[config.mk]
export PLATFORM = sky130hd
export DESIGN_NAME = signal_extend_mc_flat
export DESIGN_NICKNAME = d
export VERILOG_FILES = /design/src/rtl/signal_extend_mc_if.sv /design/src/rtl/signal_extend_mc.sv /design/src/flat_wrapper.sv
export SDC_FILE = /design/constraint.sdc
export NUM_CORES = 1
export LEC_CHECK = 0
export ABC_AREA = 0
export CAP_MARGIN = 25
export CORE_AREA = 2 2 102 104
export CTS_CLUSTER_DIAMETER = 150
export DETAILED_ROUTE_END_ITERATION = 10
export DIE_AREA = 0 0 104 106
export GPL_ROUTABILITY_DRIVEN = 0
export PLACE_DENSITY = 0.49
export SYNTH_ARGS = -nofsm -noshare
export SYNTH_HDL_FRONTEND = slang
export SYNTH_SLANG_ARGS = --single-unit
[constraint.sdc]
create_clock -name i_clk -period 1.72 [get_ports i_clk]
set_input_delay 0.344 -clock i_clk [delete_from_list [all_inputs] [get_ports i_clk]]
set_output_delay 0.344 -clock i_clk [all_outputs]
set_load 0.05 [all_outputs]
[src/rtl/signal_extend_mc_if.sv]
// rtl/signal_extend_mc_if.sv - per-channel strobe/data bundle for the pulse stretcher
interface signal_extend_mc_if #(
    parameter int CH_NUM = 4,
    parameter int DATA_W = 1
);
    logic [CH_NUM-1:0]        i_vld;
    logic [CH_NUM*DATA_W-1:0] i_data;
    logic [CH_NUM-1:0]        o_vld;
    logic [CH_NUM*DATA_W-1:0] o_data;
    logic [CH_NUM-1:0]        o_done;
    logic [CH_NUM-1:0]        o_drop;

    modport master (
        output i_vld, i_data,
        input  o_vld, o_data, o_done, o_drop
    );

    modport slave (
        input  i_vld, i_data,
        output o_vld, o_data, o_done, o_drop
    );
endinterface

[src/rtl/signal_extend_mc.sv]
// rtl/signal_extend_mc.sv - multi-channel pulse stretcher with programmable length and retrigger
// Each channel turns a one-cycle strobe into an L-cycle valid window holding the captured data.
module signal_extend_mc #(
    parameter int   CH_NUM  = 4,
    parameter int   DATA_W  = 1,
    parameter int   EXT_MAX = 16,
    localparam int  CNT_W   = $clog2(EXT_MAX + 1)
) (
    input  logic               i_clk,
    input  logic               i_rst_n,
    input  logic               i_clr,
    input  logic               i_retrig,
    input  logic [CNT_W-1:0]   i_ext_len,
    signal_extend_mc_if.slave  ch,
    output logic               o_busy
);
    localparam logic [CNT_W-1:0] EXT_MAX_C = CNT_W'(EXT_MAX);
    localparam logic [CNT_W-1:0] ONE_C     = CNT_W'(1);

    logic [CH_NUM-1:0]             vld_q, vld_d;
    logic [CH_NUM-1:0][CNT_W-1:0]  cnt_q, cnt_d;
    logic [CH_NUM-1:0][CNT_W-1:0]  len_q, len_d;
    logic [CH_NUM*DATA_W-1:0]      data_q, data_d;
    logic [CH_NUM-1:0]             done_q, done_d;
    logic [CH_NUM-1:0]             drop_q, drop_d;
    logic [CH_NUM-1:0]             last;
    logic [CNT_W-1:0]              len_eff;

    always_comb begin
        len_eff = i_ext_len;
        if (i_ext_len == '0)
            len_eff = ONE_C;
        else if (i_ext_len > EXT_MAX_C)
            len_eff = EXT_MAX_C;
    end

    always_comb begin
        for (int c = 0; c < CH_NUM; c++)
            last[c] = vld_q[c] && (cnt_q[c] == len_q[c]);
    end

    always_comb begin
        vld_d  = vld_q;
        cnt_d  = cnt_q;
        len_d  = len_q;
        data_d = data_q;
        done_d = '0;
        drop_d = '0;
        if (i_clr) begin
            vld_d  = '0;
            cnt_d  = '0;
            len_d  = '0;
            data_d = '0;
        end else begin
            for (int c = 0; c < CH_NUM; c++) begin
                done_d[c] = last[c];
                if (ch.i_vld[c] && (!vld_q[c] || last[c] || i_retrig)) begin
                    vld_d[c] = 1'b1;
                    cnt_d[c] = ONE_C;
                    len_d[c] = len_eff;
                    data_d[c*DATA_W +: DATA_W] = ch.i_data[c*DATA_W +: DATA_W];
                end else if (vld_q[c]) begin
                    // An active, non-final channel that still sees a strobe here is refusing it.
                    drop_d[c] = ch.i_vld[c];
                    if (last[c]) begin
                        vld_d[c] = 1'b0;
                        data_d[c*DATA_W +: DATA_W] = '0;
                    end else begin
                        cnt_d[c] = cnt_q[c] + ONE_C;
                    end
                end
            end
        end
    end

    always_ff @(posedge i_clk or negedge i_rst_n) begin
        if (!i_rst_n) begin
            vld_q  <= '0;
            cnt_q  <= '0;
            len_q  <= '0;
            data_q <= '0;
            done_q <= '0;
            drop_q <= '0;
            o_busy <= 1'b0;
        end else begin
            vld_q  <= vld_d;
            cnt_q  <= cnt_d;
            len_q  <= len_d;
            data_q <= data_d;
            done_q <= done_d;
            drop_q <= drop_d;
            o_busy <= |vld_d;
        end
    end

    assign ch.o_vld  = vld_q;
    assign ch.o_data = data_q;
    assign ch.o_done = done_q;
    assign ch.o_drop = drop_q;
endmodule

[src/flat_wrapper.sv]
// flat-port wrapper written by rule: the top's interface ports become plain ports
module signal_extend_mc_flat 
#(
    parameter int   CH_NUM  = 4,
    parameter int   DATA_W  = 1,
    parameter int   EXT_MAX = 16,
    localparam int  CNT_W   = $clog2(EXT_MAX + 1)
)
  (i_clk, i_rst_n, i_clr, i_retrig, i_ext_len, o_busy, ch_i_vld, ch_i_data, ch_o_vld, ch_o_data, ch_o_done, ch_o_drop);
  signal_extend_mc_if #(.CH_NUM(CH_NUM), .DATA_W(DATA_W)) ch_i ();
  input  logic i_clk;
  input  logic i_rst_n;
  input  logic i_clr;
  input  logic i_retrig;
  input  logic [CNT_W-1:0] i_ext_len;
  output logic o_busy;
  input wire logic [$bits(ch_i.i_vld)-1:0] ch_i_vld;
  input wire logic [$bits(ch_i.i_data)-1:0] ch_i_data;
  output wire logic [$bits(ch_i.o_vld)-1:0] ch_o_vld;
  output wire logic [$bits(ch_i.o_data)-1:0] ch_o_data;
  output wire logic [$bits(ch_i.o_done)-1:0] ch_o_done;
  output wire logic [$bits(ch_i.o_drop)-1:0] ch_o_drop;
  assign ch_i.i_vld = ch_i_vld;
  assign ch_i.i_data = ch_i_data;
  assign ch_o_vld = ch_i.o_vld;
  assign ch_o_data = ch_i.o_data;
  assign ch_o_done = ch_i.o_done;
  assign ch_o_drop = ch_i.o_drop;
  signal_extend_mc #(.CH_NUM(CH_NUM), .DATA_W(DATA_W), .EXT_MAX(EXT_MAX)) u_core (.i_clk(i_clk), .i_rst_n(i_rst_n), .i_clr(i_clr), .i_retrig(i_retrig), .i_ext_len(i_ext_len), .ch(ch_i), .o_busy(o_busy));
endmodule
==> impl_metrics.tcl, run 1 <==
set metrics [dict create \
    yosys.area_share.simple_pct 17.8 \
    setup_viol 0 \
    yosys.cell_count.top_type "dfrtp_1" \
    multi_input_area_um2 1480 \
    synthXorXnorAreaFrac_pct 8.30 \
    clockBufferDepth 2 \
    cts_tree "yes" \
    synth_compound_area_share_pct 11.1 \
    switchingPower_mw 1.04 \
    viasPerCell 4.61 \
    ys.flop_type "dfrtp_1" \
    postSynth.asyncResetShare_pct 100 \
    clkSinkCount 57 \
    synth_top_area_share_pct 48.8 \
    p_per_area_nw_per_um2 950 \
    cp-end-kind "flop" \
    drcViolationCount 0 \
    drive_gt1_share_pct 30.2 \
    post_synth_fa_ha_maj_area_fraction_pct 1.71 \
    fill_cells 1014 \
    syn_nets 294 \
    grt-ovfl-total 0 \
    drt_iter0_drc 77 \
    synth_area_per_cell_um2 10.7 \
    critical_path.max_stage_delay_ns 0.41 \
    rr_endpoint "u_core.ch.o_data[0]$_DFFE_PN0P_" \
    area_growth_pct 37.8 \
    nets 374 \
    ir_drop_mv 0.515 \
    ios 34 \
    hold_buffers 0 \
    final-hold-violation-count 0 \
    cts_made_buffers 9 \
    hold_class "in -> async" \
    synth_edf_count 0 \
    critical_path_class "reg -> reg" \
    antenna_found_initial 0 \
    cts_root_buffer "clkbuf_8" \
    required_ns 1.96 \
    synth_top_cells_by_count "57 x dfrtp_1, 31 x nor2_1, 24 x mux2i_1" \
    seqCellArea_um2 1430 \
    r2r_cells 5 \
    layout_min_cycle_time_ns 1.63 \
    insertion_delay_ns 0.33 \
    reg2reg_slack_ns 0.09 \
    io_buffers 33 \
    start_util_pct 29.2 \
    tightest_slew_ns 0.313 \
    fin_cells 494 \
    core_region_area_um2 10000 \
    syn_area_um2 2920 \
    cap_violations 0 \
    dp_hpwl_um 4750 \
    placedCellCount 476 \
    clk_pin_slew_ns 0.07 \
    muxShareOfSynthArea_pct 9.24 \
    critPathLaunchType "flop" \
    seq_area_frac_synth_pct 48.8 \
    grt_first_pass_wirelength_um 11700 \
    total_leakage_power_nw 1.87 \
    worst-path-buf-inv 0 \
    crit_arrival_ns 1.87 \
    setup_slack_ns 0.0906 \
    cts_max_level 3 \
    grt_max_degree 58 \
    grt_pass1_vias 2390 \
    p_seq_share_pct 38.2 \
    wl_per_cell_um 13.6 \
    synth_top_family_by_area "simple AND/OR/NAND/NOR gates" \
    drt_first_pass_iters 4 \
    synthCells 273 \
    status "complete, no violations" \
    ys_ff_latch 57 \
    ant_nets 0 \
    synth_cell_types 54 \
    grt_usage_pct 13.3 \
    die_area_um2 11000 \
    report.final.slew_viol_count 0 \
    die-height_um 106 \
    drt-total-wl_um 6740 \
    post-place-ws_ns -0.211 \
    yosysWarnings 0 \
    fmax_mhz 614 \
    critPathSlowestCell "dfrtp_1" \
    swShare_pct 27.2 \
    pwr-share-comb_pct 21.3 \
    crit_chain "xnor2_2 -> nand3_2 -> or2_4 -> mux2_4 -> a221oi_2" \
    slew_headroom_pct 78.9 \
    antennaDiodeCount 0 \
    routed-via-count 2278 \
    fin_skew_ns 0.00931 \
    yosys-top-cells-area "dfrtp_1 49%, mux2i_1 8.2%, xnor2_1 4.8%" \
    intPower_mw 2.79 \
    cpLargestDelayFamily "flip-flops" \
    rsz0062_at_grt "true" \
    total_power_mw 3.83 \
    fp.dieW_um 104 \
    r2r-start "u_core.len_q[3]$_DFFE_PN0P_" \
    clockPowerShare_pct 40.4 \
    cp_max_fo 4 \
    fp-row-count 37 \
    yosys.area.top_type "dfrtp_1" \
    post-route-period-util_pct 94.7 \
]
-- stage by stage --
step	cell area, um2	setup TNS [ns]	hold WS (ns)	utilization [%]
after global placement	3700	-2.56	0.378	37.0
after detailed placement	3700	-3.42	0.379	37.0
after floorplan	2930	0	0.0484	-
after CTS	3940	0	0.0104	39.4
final	4030	0	0.0143	40.3
after global routing	4030	-0.000763	0.0319	40.3
-- worst max path at each step --
stage               cells after the start                         endpoint                    startpoint
finish                                  5  u_core.ch.o_data[0]$_DFFE_PN0P_   u_core.len_q[3]$_DFFE_PN0P_
global placement                        6     u_core.cnt_q[13]$_DFFE_PN0P_                      i_retrig
CTS                                     5  u_core.ch.o_data[0]$_DFFE_PN0P_   u_core.cnt_q[3]$_DFFE_PN0P_
global route                            6      u_core.cnt_q[5]$_DFFE_PN0P_   u_core.cnt_q[9]$_DFFE_PN0P_
detailed placement                      6     u_core.cnt_q[13]$_DFFE_PN0P_                      i_retrig
floorplan                               5  u_core.ch.o_data[3]$_DFFE_PN0P_  u_core.ch.o_vld[3]$_DFF_PN0_
-- worst reg2reg max path: cells and delay by family (launching register included) --
family | cells | cell delay, ns
xor gates and xnor gates | 1 | 0.19
and+or+nand+nor | 2 | 0.40
DFF | 1 | 0.41
AOI/OAI and AO/OA | 1 | 0.24
muxes | 1 | 0.30
-- registers in the layout (all words and copies together), names as in the netlist --
| signal | cells |
|---|---|
| u_core.cnt_q | 20 |
| u_core.ch.o_vld | 4 |
| u_core.ch.o_drop | 4 |
| u_core.ch.o_data | 4 |
| u_core.o_busy | 1 |
| u_core.ch.o_done | 4 |
| u_core.len_q | 20 |
-- final cells by class --
cell class                      count  area share (%)
Clock buffer                       11            3.51
Clock inverter                      5            2.55
Inverter                           11            1.02
Multi-Input combinational cell    196            36.6
Sequential cell                    57            35.5
Tap cell                          136            4.22
Timing Repair Buffer               78            16.6
-- repair_timing --
item	in CTS	in global routing
resized for setup	0	14
setup buffers	0	2
endpoints found under the setup margin	0	11
-- per-layer routing --
metal / up-vias / wire [um] / track usage [%]
li1: 1122 / - / -
met3: 7 / 166 / 2.70
met2: 31 / 3260 / 21.9
met4: 0 / 93 / 5.60
met5: - / 0 / 0
met1: 1118 / 3220 / 17.2
-- logic make-up (layout without fill, tap and decap cells) --
group / after synthesis / in the layout
adders and majority gates: 4 / 4
xor gates and xnor gates: 26 / 26
and+or+nand+nor: 97 / 97
AOI/OAI and AO/OA: 43 / 43
buffers and inverters: 20 / 105
muxes: 26 / 26
DFF: 57 / 57
-- cells in the final DEF, fill, tap and decap left out, drive strengths merged, types with 2 or more instances in the layout --
cell type      count
nor3              12
clkbuf            11
nor2b              4
ha                 4
nand2             11
a21boi             2
and3               3
a21oi              8
xnor2             18
nor2              32
nand4              4
a211o              2
clkdlybuf4s50     14
bufinv             3
xor2               8
mux2               2
nand3              7
a311oi             2
dfrtp             57
nor4               3
or2                2
buf               64
nand2b             5
inv               11
a211oi             4
o21a               3
mux2i             24
a221oi             3
o21ai             12
nor3b              3
or3                5
and2               3
-- power by group through the flow --
stage / sequential (mW) / clock, mW / combinational [mW]
final: 1.46 / 1.55 / 0.817
after global routing: 1.47 / 1.67 / 0.892
after CTS: 1.46 / 1.61 / 0.799
after detailed placement: 1.48 / 0 / 0.796
after global placement: 1.48 / 0 / 0.793
after floorplan: 1.56 / 0 / 0.382
Power figures use the tool's default switching activity.
==> run 2, diff against run 1 <==
--- a/config.mk
+++ b/config.mk
@@ -13,6 +13,7 @@
 export DIE_AREA = 0 0 104 106
 export GPL_ROUTABILITY_DRIVEN = 0
 export PLACE_DENSITY = 0.49
+export SLEW_MARGIN = 20
 export SYNTH_ARGS = -nofsm -noshare
 export SYNTH_HDL_FRONTEND = slang
 export SYNTH_SLANG_ARGS = --single-unit
==> results of run 2 <==
The final DEF is identical to that of run 1; final timing and power are the same.
==> run 3, diff against run 2 <==
--- a/config.mk
+++ b/config.mk
@@ -8,7 +8,7 @@
 export ABC_AREA = 0
 export CAP_MARGIN = 25
 export CORE_AREA = 2 2 102 104
-export CTS_CLUSTER_DIAMETER = 150
+export CTS_CLUSTER_DIAMETER = 80
 export DETAILED_ROUTE_END_ITERATION = 10
 export DIE_AREA = 0 0 104 106
 export GPL_ROUTABILITY_DRIVEN = 0
==> results of run 3 <==
The final DEF is identical to that of run 1; final timing and power are the same.
